File: src/rtl/alu_flag_stage.sv
// Registered NZVC status register plus a 2-entry result skid buffer
// that evaluates each entry's branch condition on its flag snapshot.
module alu_flag_stage #(
  parameter int WIDTH = 8
) (
  input  logic             clk,
  input  logic             rst_n,
  input  logic             in_valid,
  output logic             in_ready,
  input  logic [WIDTH-1:0] in_y,
  input  logic             in_n,
  input  logic             in_v,
  input  logic             in_c,
  input  logic             in_z,
  input  logic             flag_we,
  input  logic [3:0]       cond,
  output logic             out_valid,
  input  logic             out_ready,
  output logic [WIDTH-1:0] out_y,
  output logic             out_n,
  output logic             out_v,
  output logic             out_c,
  output logic             out_z,
  output logic             out_cond_true,
  output logic             stat_n,
  output logic             stat_v,
  output logic             stat_c,
  output logic             stat_z
);

  typedef struct packed {
    logic [WIDTH-1:0] y;
    logic             n;
    logic             v;
    logic             c;
    logic             z;
    logic [3:0]       cond;
  } ent_t;

  typedef enum logic [1:0] {
    EMPTY = 2'd0,
    ONE   = 2'd1,
    TWO   = 2'd2
  } state_t;

  state_t state;
  ent_t   head;
  ent_t   tail;
  ent_t   incoming;
  logic   accept;
  logic   pop;
  logic   ct;

  assign accept = in_valid & in_ready;
  assign pop    = out_valid & out_ready;

  // Snapshot follows program order: new flags, or status as it stands now.
  always_comb begin
    incoming      = '0;
    incoming.y    = in_y;
    incoming.cond = cond;
    if (flag_we) begin
      incoming.n = in_n;
      incoming.v = in_v;
      incoming.c = in_c;
      incoming.z = in_z;
    end else begin
      incoming.n = stat_n;
      incoming.v = stat_v;
      incoming.c = stat_c;
      incoming.z = stat_z;
    end
  end

  always_ff @(posedge clk or negedge rst_n) begin
    if (!rst_n) begin
      stat_n <= 1'b0;
      stat_v <= 1'b0;
      stat_c <= 1'b0;
      stat_z <= 1'b0;
    end else if (accept && flag_we) begin
      stat_n <= in_n;
      stat_v <= in_v;
      stat_c <= in_c;
      stat_z <= in_z;
    end
  end

  always_ff @(posedge clk or negedge rst_n) begin
    if (!rst_n) begin
      state     <= EMPTY;
      head      <= '0;
      tail      <= '0;
      in_ready  <= 1'b1;
      out_valid <= 1'b0;
    end else begin
      unique case (state)
        EMPTY: begin
          if (accept) begin
            head      <= incoming;
            state     <= ONE;
            out_valid <= 1'b1;
          end
        end
        ONE: begin
          if (accept && !pop) begin
            tail     <= incoming;
            state    <= TWO;
            in_ready <= 1'b0;
          end else if (pop && !accept) begin
            state     <= EMPTY;
            out_valid <= 1'b0;
          end else if (accept && pop) begin
            head <= incoming;
          end
        end
        TWO: begin
          if (pop) begin
            head     <= tail;
            state    <= ONE;
            in_ready <= 1'b1;
          end
        end
        default: begin
          state     <= EMPTY;
          in_ready  <= 1'b1;
          out_valid <= 1'b0;
        end
      endcase
    end
  end

  always_comb begin
    ct = 1'b0;
    unique case (head.cond)
      4'b0000: ct = head.z;
      4'b0001: ct = ~head.z;
      4'b0010: ct = head.c;
      4'b0011: ct = ~head.c;
      4'b0100: ct = head.n;
      4'b0101: ct = ~head.n;
      4'b0110: ct = head.v;
      4'b0111: ct = ~head.v;
      4'b1000: ct = head.c & ~head.z;
      4'b1001: ct = ~head.c | head.z;
      4'b1010: ct = (head.n == head.v);
      4'b1011: ct = (head.n != head.v);
      4'b1100: ct = ~head.z & (head.n == head.v);
      4'b1101: ct = head.z | (head.n != head.v);
      4'b1110: ct = 1'b1;
      4'b1111: ct = 1'b0;
      default: ct = 1'b0;
    endcase
  end

  assign out_y         = head.y;
  assign out_n         = head.n;
  assign out_v         = head.v;
  assign out_c         = head.c;
  assign out_z         = head.z;
  assign out_cond_true = out_valid & ct;

endmodule

File: config.mk
export PLATFORM = sky130hd
export DESIGN_NAME = alu_flag_stage
export DESIGN_NICKNAME = d
export VERILOG_FILES = /design/src/rtl/alu_flag_stage.sv
export SDC_FILE = /design/constraint.sdc
export NUM_CORES = 1
export LEC_CHECK = 0
export CAP_MARGIN = 20
export CORE_MARGIN = 5
export CORE_UTILIZATION = 50
export CTS_CLUSTER_SIZE = 40
export DETAILED_ROUTE_END_ITERATION = 8
export GPL_TIMING_DRIVEN = 0
export PLACE_DENSITY = 0.77
export SLEW_MARGIN = 20
export SYNTH_ARGS = -nofsm -noshare
export SYNTH_HDL_FRONTEND = slang
export SYNTH_SLANG_ARGS = --single-unit
File: constraint.sdc
create_clock -name clk -period 3.9 [get_ports clk]
set_input_delay 0.585 -clock clk [delete_from_list [all_inputs] [get_ports clk]]
set_output_delay 0.585 -clock clk [all_outputs]
set_load 0.05 [all_outputs]
After elaboration in Yosys (flattened, before gate mapping)
Cells that the tools add are included.
{"block": "op_classes", "n_eq_ne": 27, "n_mux": 20, "n_bitwise": 13, "reduce_logical": 14}
{"op": "$mux 16", "count": 5}
{"op": "$pmux 16 s3", "count": 1}
{"op": "$eq 4x4->1 const B", "count": 8}
{"op": "$eq 4x3->1 const B", "count": 4}
{"op": "$pmux 1 s16", "count": 1}
{"op": "$ne 2x2->1 const B", "count": 7}
{"op": "$eq 4x2->1 const B", "count": 2}
{"op": "$mux 2", "count": 4}
{"op": "$not 1->1", "count": 6}
{"op": "$pmux 1 s3", "count": 2}
{"op": "$pmux 2 s3", "count": 1}
{"op": "$reduce_and 3->1", "count": 2}
{"op": "$reduce_and 6->1", "count": 1}
{"op": "$and 1x1->1", "count": 5}
{"op": "$mux 1", "count": 5}
{"op": "$eq 4x1->1 const B", "count": 1}
{"op": "$logic_and 1x1->1", "count": 4}
{"op": "$logic_not 4->1", "count": 1}
{"op": "$mux 4", "count": 1}
{"op": "$reduce_and 4->1", "count": 1}
{"op": "$ne 3x3->1 const B", "count": 1}
{"op": "$reduce_bool 3->1", "count": 1}
{"op": "$eq 2x1->1 const B", "count": 1}
{"op": "$eq 2x2->1 const B", "count": 1}
{"op": "other kinds (6)", "count": 8}
{"block": "totals", "reg_bits": 40, "input_bits": 21, "out_inout_bits": 19}

Logic depth before layout (Yosys ltp)
Gate-level depths: netlist (run 1).
{"block": "depth", "depth_word": 6, "mapped_depth": 7}

Worst setup path before layout (run 1)
OpenSTA, ideal clock, no wires.
{"block": "synth_path", "path_kind": "reg-to-output", "start": "reg head (netlist bit out_z)", "end": "out out_cond_true", "arrival_ns": 1.777, "required_ns": 3.315, "setup_slack_ns": 1.538, "path_stages_with_launch": 5, "n_path_buf": 0, "path_cell_list": "dfrtp_1 nor4b_1 a21oi_1 a2111o_1 nand3_1"}
{"block": "synth_between", "elab_chain_len": 4, "word_cells_on_any_way": 7}
{"element": "start, declared", "line": "47", "source": "ent_t head;"}
{"element": "start signal, assigned", "line": "100", "source": "head <= incoming;"}
{"element": "start signal, assigned", "line": "114", "source": "head <= incoming;"}
{"element": "start signal, assigned", "line": "119", "source": "head <= tail;"}
{"element": "$not 1->1", "line": "137, 144, 148"}
{"element": "$and 1x1->1, on equally long branches", "line": "148, 144"}
{"element": "$pmux 1 s16 *", "line": "135", "source": "unique case (head.cond)"}
{"element": "$and 1x1->1 *", "line": "161", "source": "assign out_cond_true = out_valid & ct;"}
{"element": "end, declared", "line": "24", "source": "output logic out_cond_true,"}
Mark *: on every way between the ends. The rest lies on a longest branch, timed or not.

Final worst setup path (run 1)
{"block": "layout_path", "start": "reg head[1] in the netlist's numbering", "end": "out out_cond_true"}
{"block": "layout_between", "elab_chain_len": 3, "word_cells_on_any_way": 18}
{"element": "$eq 4x4->1 (tied with other cells)", "line": "135"}
{"element": "$pmux 1 s16 *", "line": "135"}
{"element": "$and 1x1->1 *", "line": "161"}
Marked as above.

==> results.yml, run 1 <==
status:
  status: "complete, no violations"
critical_path:
  cpPeakStageDelay_ns: 0.80
  r2r_end: "out_n$_DFFE_PN0P_"
  path_buf_inv: 2
  crit_chain: "buf_2, nor4b_1, a21oi_1, a2111o_1, nand3_1, clkdlybuf4s50_1"
  cp_max_fo: 8
  required_ns: 3.31
  cp-end-kind: "primary output"
  critPathLaunchType: "flip-flop"
  cp_top_family: "buffers and inverters"
  r2r-start: "in_ready$_DFFE_PN1P_"
  cp_data_arrival_time_ns: 2.48
  slowest_stage: "clkdlybuf4s50_1"
  r2r_cells: 7
  critPathKind: "flip-flop to primary output"
  rrSetupSlack_ns: 1.82
cts:
  hold_buffers: 0
  cts.sink_count: 40
  post_cts_resized: 0
  cts_buffers: 5
  clk_pin_slew_worst_paths_ns: 0.08
  post_cts_buffers: 0
  cts_tree: "built"
  cts_root_buf: "clkbuf_8"
  clk_latency_ns: 0.29
  htreeDepth: 2
  clockBufferDepth: 2
synthesis:
  synth_top_area_frac: 0.466
  yosys_warnings: 0
  ys_seq_area_frac: 0.478
  synth.avg_cell_area_um2: 11.0
  syn_inst: 190
  synth_top_cell_by_area: "dfrtp_1"
  netlist_area_um2: 2100
  synth_edf_count: 0
  yosys-top-cells-area: "dfrtp_1 47%, mux2_2 12%, nand2_1 7.5%"
  async_flop_share: 1.00
  syn_nets: 214
  ys_seq_elements: 40
  ys_types: 34
  synth_ff_type: "dfrtp_1"
routing:
  routed_wl_um: 4100
  drcViolationCount: 0
  vias: 1485
  dr.pass1.iters: 4
  via_per_inst: 5.17
  ant_nets: 0
  wl_per_cell_um: 14.3
  drt_iter0_drc: 93
placed_design:
  portBuffers: 38
  place.gp.congestion: 0.815
  dp_hpwl_um: 2950
layout:
  fin_nets: 260
  drive_above_1_share: 0.257
  final_common_cell: "nand2_1"
  area_growth_pct: 27.6
  antenna_cells: 0
  layout_common_cells: "42 x nand2_1, 39 x dfrtp_1, 37 x clkdlybuf4s50_1, 22 x mux2_2, 9 x mux2_4"
sta:
  min_period_ns: 3.07
  rsz0062_at_grt: "no"
  worst_pin_slew_ns: 0.526
  slew_headroom: 0.650
  hold_viol: 0
  setup_viol: 0
  fin_setup_tns_ns: 0
  fin_crit_sh: 0.787
  fmax_mhz: 326
  fin_skew_ns: 0.00906
  slew_violations: 0
worst_hold_path:
  hp-class: "primary input to async pin"
pwr:
  finalPower_mw: 1.96
  ir_drop_v: 0.000508
  power_density_nw_per_um2: 732
  p_leak_nw: 1.34
run:
  cap_violations: 0
global_routing:
  grt_max_degree: 33
  groute.usage.overall: 0.165
  grt_pass1_vias: 1425
  grt_pass1_wl_um: 6940
  antenna_found_initial: 0
  overflow: 0
floorplanning:
  io_pins: 40
  core-area_um2: 4030
  die_h_um: 74.7
  dieArea_um2: 5590
  num_rows: 23
  die-width_um: 74.7
  start_util: 0.520
-- per-stage QoR --
| step | std cells | hold WS, ns | instance area, µm² | utilization | setup WS, ns |
|---|---|---|---|---|---|
| 4_1_cts | 287 | 0.144 | 2680 | 0.664 | 0.814 |
| 5_1_grt | 287 | 0.151 | 2680 | 0.664 | 0.724 |
| 3_3_place_gp | 278 | 0.465 | 2540 | 0.630 | 1.17 |
| 6_report | 287 | 0.141 | 2680 | 0.664 | 0.832 |
| 2_1_floorplan | 190 | 0.289 | 2100 | - | 1.54 |
| 3_5_place_dp | 279 | 0.459 | 2550 | 0.634 | 1.14 |
-- worst register-to-register path: cells and delay by family, from the launching register on --
kind | cells | cell delay, ns
compound gates | 1 | 0.35
fa+ha+maj | 1 | 0.22
buf+inv | 2 | 0.31
flops | 1 | 0.59
mux | 1 | 0.30
simple gates | 2 | 0.19
-- worst max-delay path by stage --
| stage | cells after the start | slack [ns] | endpoint | from |
|---|---|---|---|---|
| floorplan | 4 | 1.54 | out_cond_true | out_z$_DFFE_PN0P_ |
| global placement | 6 | 1.17 | out_cond_true | head[1]$_DFFE_PN0P_ |
| detailed placement | 6 | 1.14 | out_cond_true | head[1]$_DFFE_PN0P_ |
| CTS | 6 | 0.81 | out_cond_true | head[1]$_DFFE_PN0P_ |
| global route | 6 | 0.72 | out_cond_true | head[1]$_DFFE_PN0P_ |
| finish | 6 | 0.83 | out_cond_true | head[1]$_DFFE_PN0P_ |
-- synth_stat cells, drive strengths merged (2+ instances only) --
cell type / count
dfrtp: 39
nand3: 3
mux2: 31
nor2b: 3
a21o: 2
clkbuf: 3
o31ai: 2
mux2i: 7
inv: 4
o21ai: 5
a21oi: 9
nor4b: 2
xnor2: 2
ha: 3
nor2: 7
buf: 14
nand2: 42
-- power breakdown --
part,switching [mW],leakage [nW],internal [mW]
logic,0.524,0.769,0.418
clock network,0.145,0.0614,0.209
registers,0.107,0.513,0.554
-- final cells by class --
type	instances	area [µm²]
buffer	17	118
clock buffer	6	82.6
clock inverter	2	38.8
fill	324	1350
inverter	4	15.0
multi-input combinational	129	961
sequential	40	1000
tap	50	62.6
timing repair buffer	39	395
-- per-layer routing --
layer  vias to the layer above  global-route usage  share of wire
li1                        733                   -              -
met1                       716               0.229           0.47
met2                        30               0.256           0.48
met3                         6              0.0280          0.034
met4                         0              0.0731          0.017
met5                         -                   0              0
-- registers in the layout, summed over array words and instances, names as in the netlist, 2 cells and up --
register and flops:
tail 16, out_y 8, head 4, state 2
-- kinds of logic (layout without fill, tap and decap cells) --
logic type | Yosys count | after routing | share of synthesized area
multiplexers | 38 | 38 | 0.216
flip-flops | 40 | 40 | 0.478
XOR/XNOR | 2 | 2 | 0.00836
buffers and inverters | 21 | 68 | 0.0633
adder cells (fa/ha/maj) | 3 | 3 | 0.0179
AND/OR/NAND/NOR | 64 | 64 | 0.144
AO/OA/AOI/OAI | 22 | 22 | 0.0722
(Power assumes the default switching activity.)
==> inputs of run 2 (changes only) <==
- clock period: 3.9 -> 3.1 ns (I/O delays scaled with it)
==> results of run 2 <==
The final DEF is identical to that of run 1. Status: complete, no violations.
Main changes from that run: setup slack after placement 1.14 ns -> 0.456 ns; setup slack after layout 0.832 ns -> 0.152 ns; hold slack 0.141 ns -> 0.0214 ns; register-to-register setup slack 1.82 ns -> 1.02 ns; total power 1.96 mW -> 2.46 mW; worst IR drop on VDD 0.000508 V -> 0.000639 V
